`src/rtl/spm_ctrl_fsm.sv`:
```
// Multi-cycle control FSM for the simple processor:
// fetch, decode and execute sequencing of datapath strobes.
module spm_ctrl_fsm (
  input  logic       clk,
  input  logic       rst_n,
  input  logic       run,
  input  logic [7:0] instr,
  input  logic       zflag,
  output logic       load_r0,
  output logic       load_r1,
  output logic       load_r2,
  output logic       load_r3,
  output logic       load_pc,
  output logic       inc_pc,
  output logic       load_ir,
  output logic       load_add_r,
  output logic       load_reg_y,
  output logic       load_reg_z,
  output logic [2:0] sel_bus1,
  output logic [1:0] sel_bus2,
  output logic       write,
  output logic       halt,
  output logic [3:0] state_dbg
);

  typedef enum logic [3:0] {
    S_IDLE = 4'd0,
    S_FET1 = 4'd1,
    S_FET2 = 4'd2,
    S_DEC  = 4'd3,
    S_EX1  = 4'd4,
    S_RD1  = 4'd5,
    S_RD2  = 4'd6,
    S_WR1  = 4'd7,
    S_WR2  = 4'd8,
    S_BR1  = 4'd9,
    S_BR2  = 4'd10,
    S_HALT = 4'd11
  } state_e;

  localparam logic [3:0] OP_NOP = 4'd0;
  localparam logic [3:0] OP_ADD = 4'd1;
  localparam logic [3:0] OP_SUB = 4'd2;
  localparam logic [3:0] OP_AND = 4'd3;
  localparam logic [3:0] OP_NOT = 4'd4;
  localparam logic [3:0] OP_RD  = 4'd5;
  localparam logic [3:0] OP_WR  = 4'd6;
  localparam logic [3:0] OP_BR  = 4'd7;
  localparam logic [3:0] OP_BRZ = 4'd8;

  state_e state_q, state_d;

  logic [3:0] opcode;
  logic [1:0] src, dest;
  logic [3:0] ld_r;

  assign opcode = instr[7:4];
  assign src    = instr[3:2];
  assign dest   = instr[1:0];

  always_ff @(posedge clk) begin
    if (!rst_n) state_q <= S_IDLE;
    else        state_q <= state_d;
  end

  always_comb begin
    state_d    = state_q;
    ld_r       = 4'b0000;
    load_pc    = 1'b0;
    inc_pc     = 1'b0;
    load_ir    = 1'b0;
    load_add_r = 1'b0;
    load_reg_y = 1'b0;
    load_reg_z = 1'b0;
    sel_bus1   = 3'd0;
    sel_bus2   = 2'd0;
    write      = 1'b0;
    halt       = 1'b0;
    case (state_q)
      S_IDLE: if (run) state_d = S_FET1;
      S_FET1: begin
        sel_bus1   = 3'd4;
        sel_bus2   = 2'd1;
        load_add_r = 1'b1;
        state_d    = S_FET2;
      end
      S_FET2: begin
        sel_bus2 = 2'd2;
        load_ir  = 1'b1;
        inc_pc   = 1'b1;
        state_d  = S_DEC;
      end
      S_DEC: begin
        case (opcode)
          OP_NOP: state_d = S_FET1;
          OP_ADD, OP_SUB, OP_AND: begin
            sel_bus1   = {1'b0, src};
            load_reg_y = 1'b1;
            state_d    = S_EX1;
          end
          OP_NOT: begin
            sel_bus1   = {1'b0, src};
            load_reg_z = 1'b1;
            ld_r[dest] = 1'b1;
            state_d    = S_FET1;
          end
          OP_RD, OP_WR, OP_BR: begin
            sel_bus1   = 3'd4;
            sel_bus2   = 2'd1;
            load_add_r = 1'b1;
            if (opcode == OP_RD)      state_d = S_RD1;
            else if (opcode == OP_WR) state_d = S_WR1;
            else                      state_d = S_BR1;
          end
          OP_BRZ: begin
            if (zflag) begin
              sel_bus1   = 3'd4;
              sel_bus2   = 2'd1;
              load_add_r = 1'b1;
              state_d    = S_BR1;
            end else begin
              // untaken: step over the operand byte
              inc_pc  = 1'b1;
              state_d = S_FET1;
            end
          end
          default: state_d = S_HALT;
        endcase
      end
      S_EX1: begin
        sel_bus1   = {1'b0, dest};
        load_reg_z = 1'b1;
        ld_r[dest] = 1'b1;
        state_d    = S_FET1;
      end
      S_RD1, S_WR1: begin
        sel_bus2   = 2'd2;
        load_add_r = 1'b1;
        inc_pc     = 1'b1;
        state_d    = (state_q == S_RD1) ? S_RD2 : S_WR2;
      end
      S_RD2: begin
        sel_bus2   = 2'd2;
        ld_r[dest] = 1'b1;
        state_d    = S_FET1;
      end
      S_WR2: begin
        sel_bus1 = {1'b0, src};
        write    = 1'b1;
        state_d  = S_FET1;
      end
      S_BR1: begin
        sel_bus2   = 2'd2;
        load_add_r = 1'b1;
        state_d    = S_BR2;
      end
      S_BR2: begin
        sel_bus2 = 2'd2;
        load_pc  = 1'b1;
        state_d  = S_FET1;
      end
      S_HALT: halt = 1'b1;
      default: state_d = S_HALT;
    endcase
    // keep the datapath quiet for the whole reset cycle
    if (!rst_n) begin
      ld_r       = 4'b0000;
      load_pc    = 1'b0;
      inc_pc     = 1'b0;
      load_ir    = 1'b0;
      load_add_r = 1'b0;
      load_reg_y = 1'b0;
      load_reg_z = 1'b0;
      sel_bus1   = 3'd0;
      sel_bus2   = 2'd0;
      write      = 1'b0;
      halt       = 1'b0;
    end
  end

  assign load_r0   = ld_r[0];
  assign load_r1   = ld_r[1];
  assign load_r2   = ld_r[2];
  assign load_r3   = ld_r[3];
  assign state_dbg = rst_n ? state_q : 4'd0;

endmodule
```
`config.mk`:
```
export PLATFORM = sky130hd
export DESIGN_NAME = spm_ctrl_fsm
export DESIGN_NICKNAME = d
export VERILOG_FILES = /design/src/rtl/spm_ctrl_fsm.sv
export SDC_FILE = /design/constraint.sdc
export NUM_CORES = 1
export LEC_CHECK = 0
export CAP_MARGIN = 10
export CORE_MARGIN = 2
export CORE_UTILIZATION = 42
export CTS_BUF_LIST = sky130_fd_sc_hd__clkbuf_4
export DETAILED_ROUTE_END_ITERATION = 6
export GPL_TIMING_DRIVEN = 1
export PLACE_DENSITY = 0.87
export SLEW_MARGIN = 40
export SYNTH_ARGS = -nofsm -noshare
export SYNTH_HDL_FRONTEND = slang
export SYNTH_SLANG_ARGS = --single-unit
```
`constraint.sdc`:
```
create_clock -name clk -period 3.5 [get_ports clk]
set_clock_uncertainty 0.15 [all_clocks]
set_input_delay 1.05 -clock clk [delete_from_list [all_inputs] [get_ports clk]]
set_output_delay 1.05 -clock clk [all_outputs]
set_load 0.05 [all_outputs]
```
==> results.ini, run 1 <==
[clock_tree]
cts_resized = 28
cts_sinks = 4
clock_path_buffers = 2
cts_max_level = 1
cts_made_buffers = 3
hold_buffers = 0
root_buffer = clkbuf_4
post_cts_buffers = 1

[placed_design]
dp_hpwl_um = 2460
portBuffers = 32
place_inst = 163
gp_congestion = 0.760

[synth]
synth_cells = 101
synthesis.area_um2 = 723
ys_types = 38
avgSynthCellArea_um2 = 7.16
synth_warnings = 0
seq_area_frac_synth_pct = 11.1
yosys_register_bits = 4
syn_nets = 113

[status]
stop_stage = clock tree synthesis (4_1_cts)
status = aborted with a tool error
error = [ERROR DPL-0033] detailed placement checks failed during check placement.

[floorplanning]
ios = 33
die_h_um = 45.5
die_width_um = 45.5
row_count = 14
initial_core_util_pct = 46.4

[synthesized netlist by cell type, drive strengths merged]
library cell  count  area, um^2
and2              2        12.5
clkbuf            3        11.3
o21ai             7        35.0
and3b             4        35.0
nand2            11        41.3
o221ai            1        8.76
o2bb2a            1        20.0
nor2b             4        25.0
xor2              1        8.76
a21o              1        7.51
o21a              1        7.51
or4               2        15.0
a31oi             2        12.5
inv               5        18.8
buf               8        45.0
nor3              3        15.0
nor4b             2        17.5
nor4              3        18.8
and4b             1        10.0
nand3b            2        15.0
o21ba             1        10.0
nor4bb            1        10.0
or3               2        17.5
a211oi            2        15.0
or3b              1        8.76
nand3             4        20.0
o31ai             1        7.51
dfxtp             4        80.1
a41oi             2        17.5
a21oi             6        30.0
nor3b             4        30.0
a211o             1        8.76
nand4             4        25.0
nor2              2        7.51
a2111oi           2        55.1
[metrics by stage]
step | TNS [ns] | worst slack, ns | cell area, um^2 | util (%)
floorplan | -0.919 | -0.437 | 810 | -
global placement | -2.42 | -0.331 | 1490 | 95.4
detailed placement | -3.60 | -0.357 | 1490 | 95.4
[logic make-up after synthesis]
family          after synthesis  synth area share, %
simple gates                 52                 44.8
xor+xnor                      1                 1.21
buf+inv                      16                 10.4
compound gates               28                 32.5
flops                         4                 11.1
==> run 2, diff against run 1 <==
CORE_AREA = 2 2 63 65   (was default)
CORE_MARGIN = default   (was 2)
CORE_UTILIZATION = default   (was 42)
CTS_BUF_LIST = default   (was sky130_fd_sc_hd__clkbuf_4)
DIE_AREA = 0 0 65 67   (was default)
PLACE_DENSITY = default   (was 0.87)
PLACE_DENSITY_LB_ADDON = 0.15   (was default)
==> run 2 against run 1 <==
  * The flow now finishes, with violations (setup timing)
  * Synthesized cell count is the same
  * Synthesized area stayed put
==> results.ini, run 2 <==
[synth]
synth.largest_area_cell = dfxtp_1
synth_flop_cell = dfxtp_1
synth.area.top_cells = dfxtp_1 11%, a2111oi_4 7.6%, nand2_1 5.7%
synthArstFlopShare_pct = 0  ; unchanged
avgSynthCellArea_um2 = 7.16  ; unchanged
synth_top_area_share_pct = 11.1  ; unchanged
syn_nets = 113  ; unchanged
synth_warnings = 0  ; unchanged
synth_common_cells = 11 x nand2_1, 7 x o21ai_0, 6 x a21oi_1, 6 x buf_2, 5 x inv_1
synth_edf_count = 0  ; unchanged
synth.most_common_cell = nand2_1
seq_area_frac_synth_pct = 11.1  ; unchanged
ys_types = 38  ; unchanged
yosys_register_bits = 4  ; unchanged
synthesis.area_um2 = 723  ; unchanged
synth_cells = 101  ; unchanged

[min_path]
hold_class = flip-flop to flip-flop

[setup_path]
critPathArrivalTime_ns = 2.31
path_max_fanout = 3
crit_type = input port to output pin
cpPeakStageDelay_ns = 0.38
cp.required_ns = 2.30
critPathLaunchType = input port
path_cells = buf_6, or3_4, o2bb2a_4, a2111oi_4, buf_12
critPathTopFamily = compound AO/OA/AOI/OAI gates
path_buf_inv = 2
endpoint_kind = output pin
cp_slowest_cell = or3_4

[timing]
finalCritPeriodShare_pct = 100
fin_crit_ns = 3.51
setup_tns_ns = -0.0243
rsz0062_at_grt = true
worst_pin_slew_ns = 0.406
slew_headroom_pct = 72.6
fmax_ghz = 0.285
drv_slew = 0
hold_slack_ns = 0.443
setup_slack_ns = -0.0138
hold_violations = 0
setup_viol = 2

[floorplanning]
core_um2 = 3610
ios = 33  ; unchanged
die_h_um = 67  ; +47%
row_count = 22  ; +8
die_area_um2 = 4360
die_width_um = 65  ; +43%
initial_core_util_pct = 20.1  ; -26 points

[drt]
drc_errors = 0
drtIter0Drc = 47
vias = 962
dr.pass1.iters = 4
wl_um = 2640
ant_nets = 0
via_per_inst = 4.79
wire_per_inst_um = 13.1

[layout]
layout-drive-gt1-share_pct = 51.0
final_common_cell = buf_4
largest_reg_flops = 4
top_register = state_q
final_nets = 167
reg_top3 = state_q: 4 flops
mostFrequentLayoutCells = 28 x buf_4, 19 x buf_12, 10 x nand2_1
fillers = 341
post-route-util_pct = 45.4
syn_to_final_growth_pct = 126
diodes = 0

[placed_design]
gp_congestion = 0.766  ; +0.91%
place_ws_ns = -0.356  ; +0.00122 ns
portBuffers = 32  ; unchanged
dp_hpwl_um = 2070  ; -16%

[status]
status = finished with violations
violations = setup timing

[clock_tree]
clock_path_buffers = 2  ; unchanged
cts_max_level = 1  ; unchanged
cts_tree = done
hold_buffers = 0  ; unchanged
cts_sinks = 4  ; unchanged
root_buffer = clkbuf_8
cts_made_buffers = 3  ; unchanged
clk_latency_ns = 0.21
clk_pin_slew_worst_paths_ns = 0.03

[global_route]
grt.total_usage_pct = 12.7
grt_remaining_overflow = 0
grt_max_degree = 24
grt_pass1_vias = 942
antenna_found_initial = 0
use_met2_pct = 23.3
grt_use_met1_pct = 15.9
use_met3_pct = 2.87
grt_busiest_layer = met2
grt_pass1_wl_um = 4400

[power_and_ir_drop]
p_per_area_nw_per_um2 = 225
p_leak_uw = 0.000633
ir_worst_vdd_uv = 315

[run]
timing.max_cap.violations = 0

-- run 2: cell counts after synthesis --
No cell type changed its count.
-- run 2: final cells by class --
class                           instances  area [um^2]  area share, %
Timing Repair Buffer                   60          746           45.6
Tap cell                               48         60.1           3.67
Inverter                                5         22.5           1.38
Clock buffer                            3         41.3           2.52
Multi-Input combinational cell         81          686           41.9
Sequential cell                         4         80.1           4.90
-- run 2: cell families after synthesis --
family          count (synthesis)  share of synthesized area, %
simple gates                   52                          44.8
flops                           4                          11.1
xor+xnor                        1                          1.21
compound gates                 28                          32.5
buf+inv                        16                          10.4
-- run 2: repair_timing --
| item | CTS | global route |
|---|---|---|
| buffers inserted | 1 | 0 |
| endpoints found under the setup margin | 16 | 5 |
| hold endpoints to repair | 0 | 0 |
| resized for setup | 20 | 10 |
| pin swaps | 4 | 6 |
-- run 2: worst paths after layout --
| check | startpoint | end | slack, ns | cells after the start |
|---|---|---|---|---|
| min | state_q[1] | state_q[3] | 0.44 | 2 |
| max | instr[6] | sel_bus2[0] | -0.01 | 5 |
| max reg2reg | state_q[2] | state_q[0] | 1.69 | 4 |
| min reg2reg | state_q[1] | state_q[3] | 0.44 | 2 |
-- run 2: worst register-to-register path, cell delays in order, from the launching register on --
cell and delay (ns):
dfxtp_1 0.41, buf_4 0.23, or4_1 0.46, o21ai_0 0.36
a31oi_1 0.07
-- run 2: per-stage QoR --
stage | power (uW) | instance area [um^2] | std cells
finish | 368 | 1640 | 201
global route | 386 | 1640 | 201
CTS | 370 | 1610 | 201
detailed placement | 269 | 1540 | 197
global placement | 266 | 1540 | 197
floorplan | 172 | 810 | 101
-- run 2: metal layers --
metal	up-vias	wire (um)
met2	24	1360
met4	0	0
met1	450	1150
met5	-	0
li1	488	-
met3	0	130
-- run 2: where the power goes --
part / total (uW) / leakage [uW] / switching, uW / internal (uW)
combinational: 215 / 0.000578 / 116 / 99.3
clock: 96.7 / 0.0000216 / 23.4 / 73.3
sequential: 55.8 / 0.0000328 / 5.58 / 50.3
(Power assumes the default switching activity.)
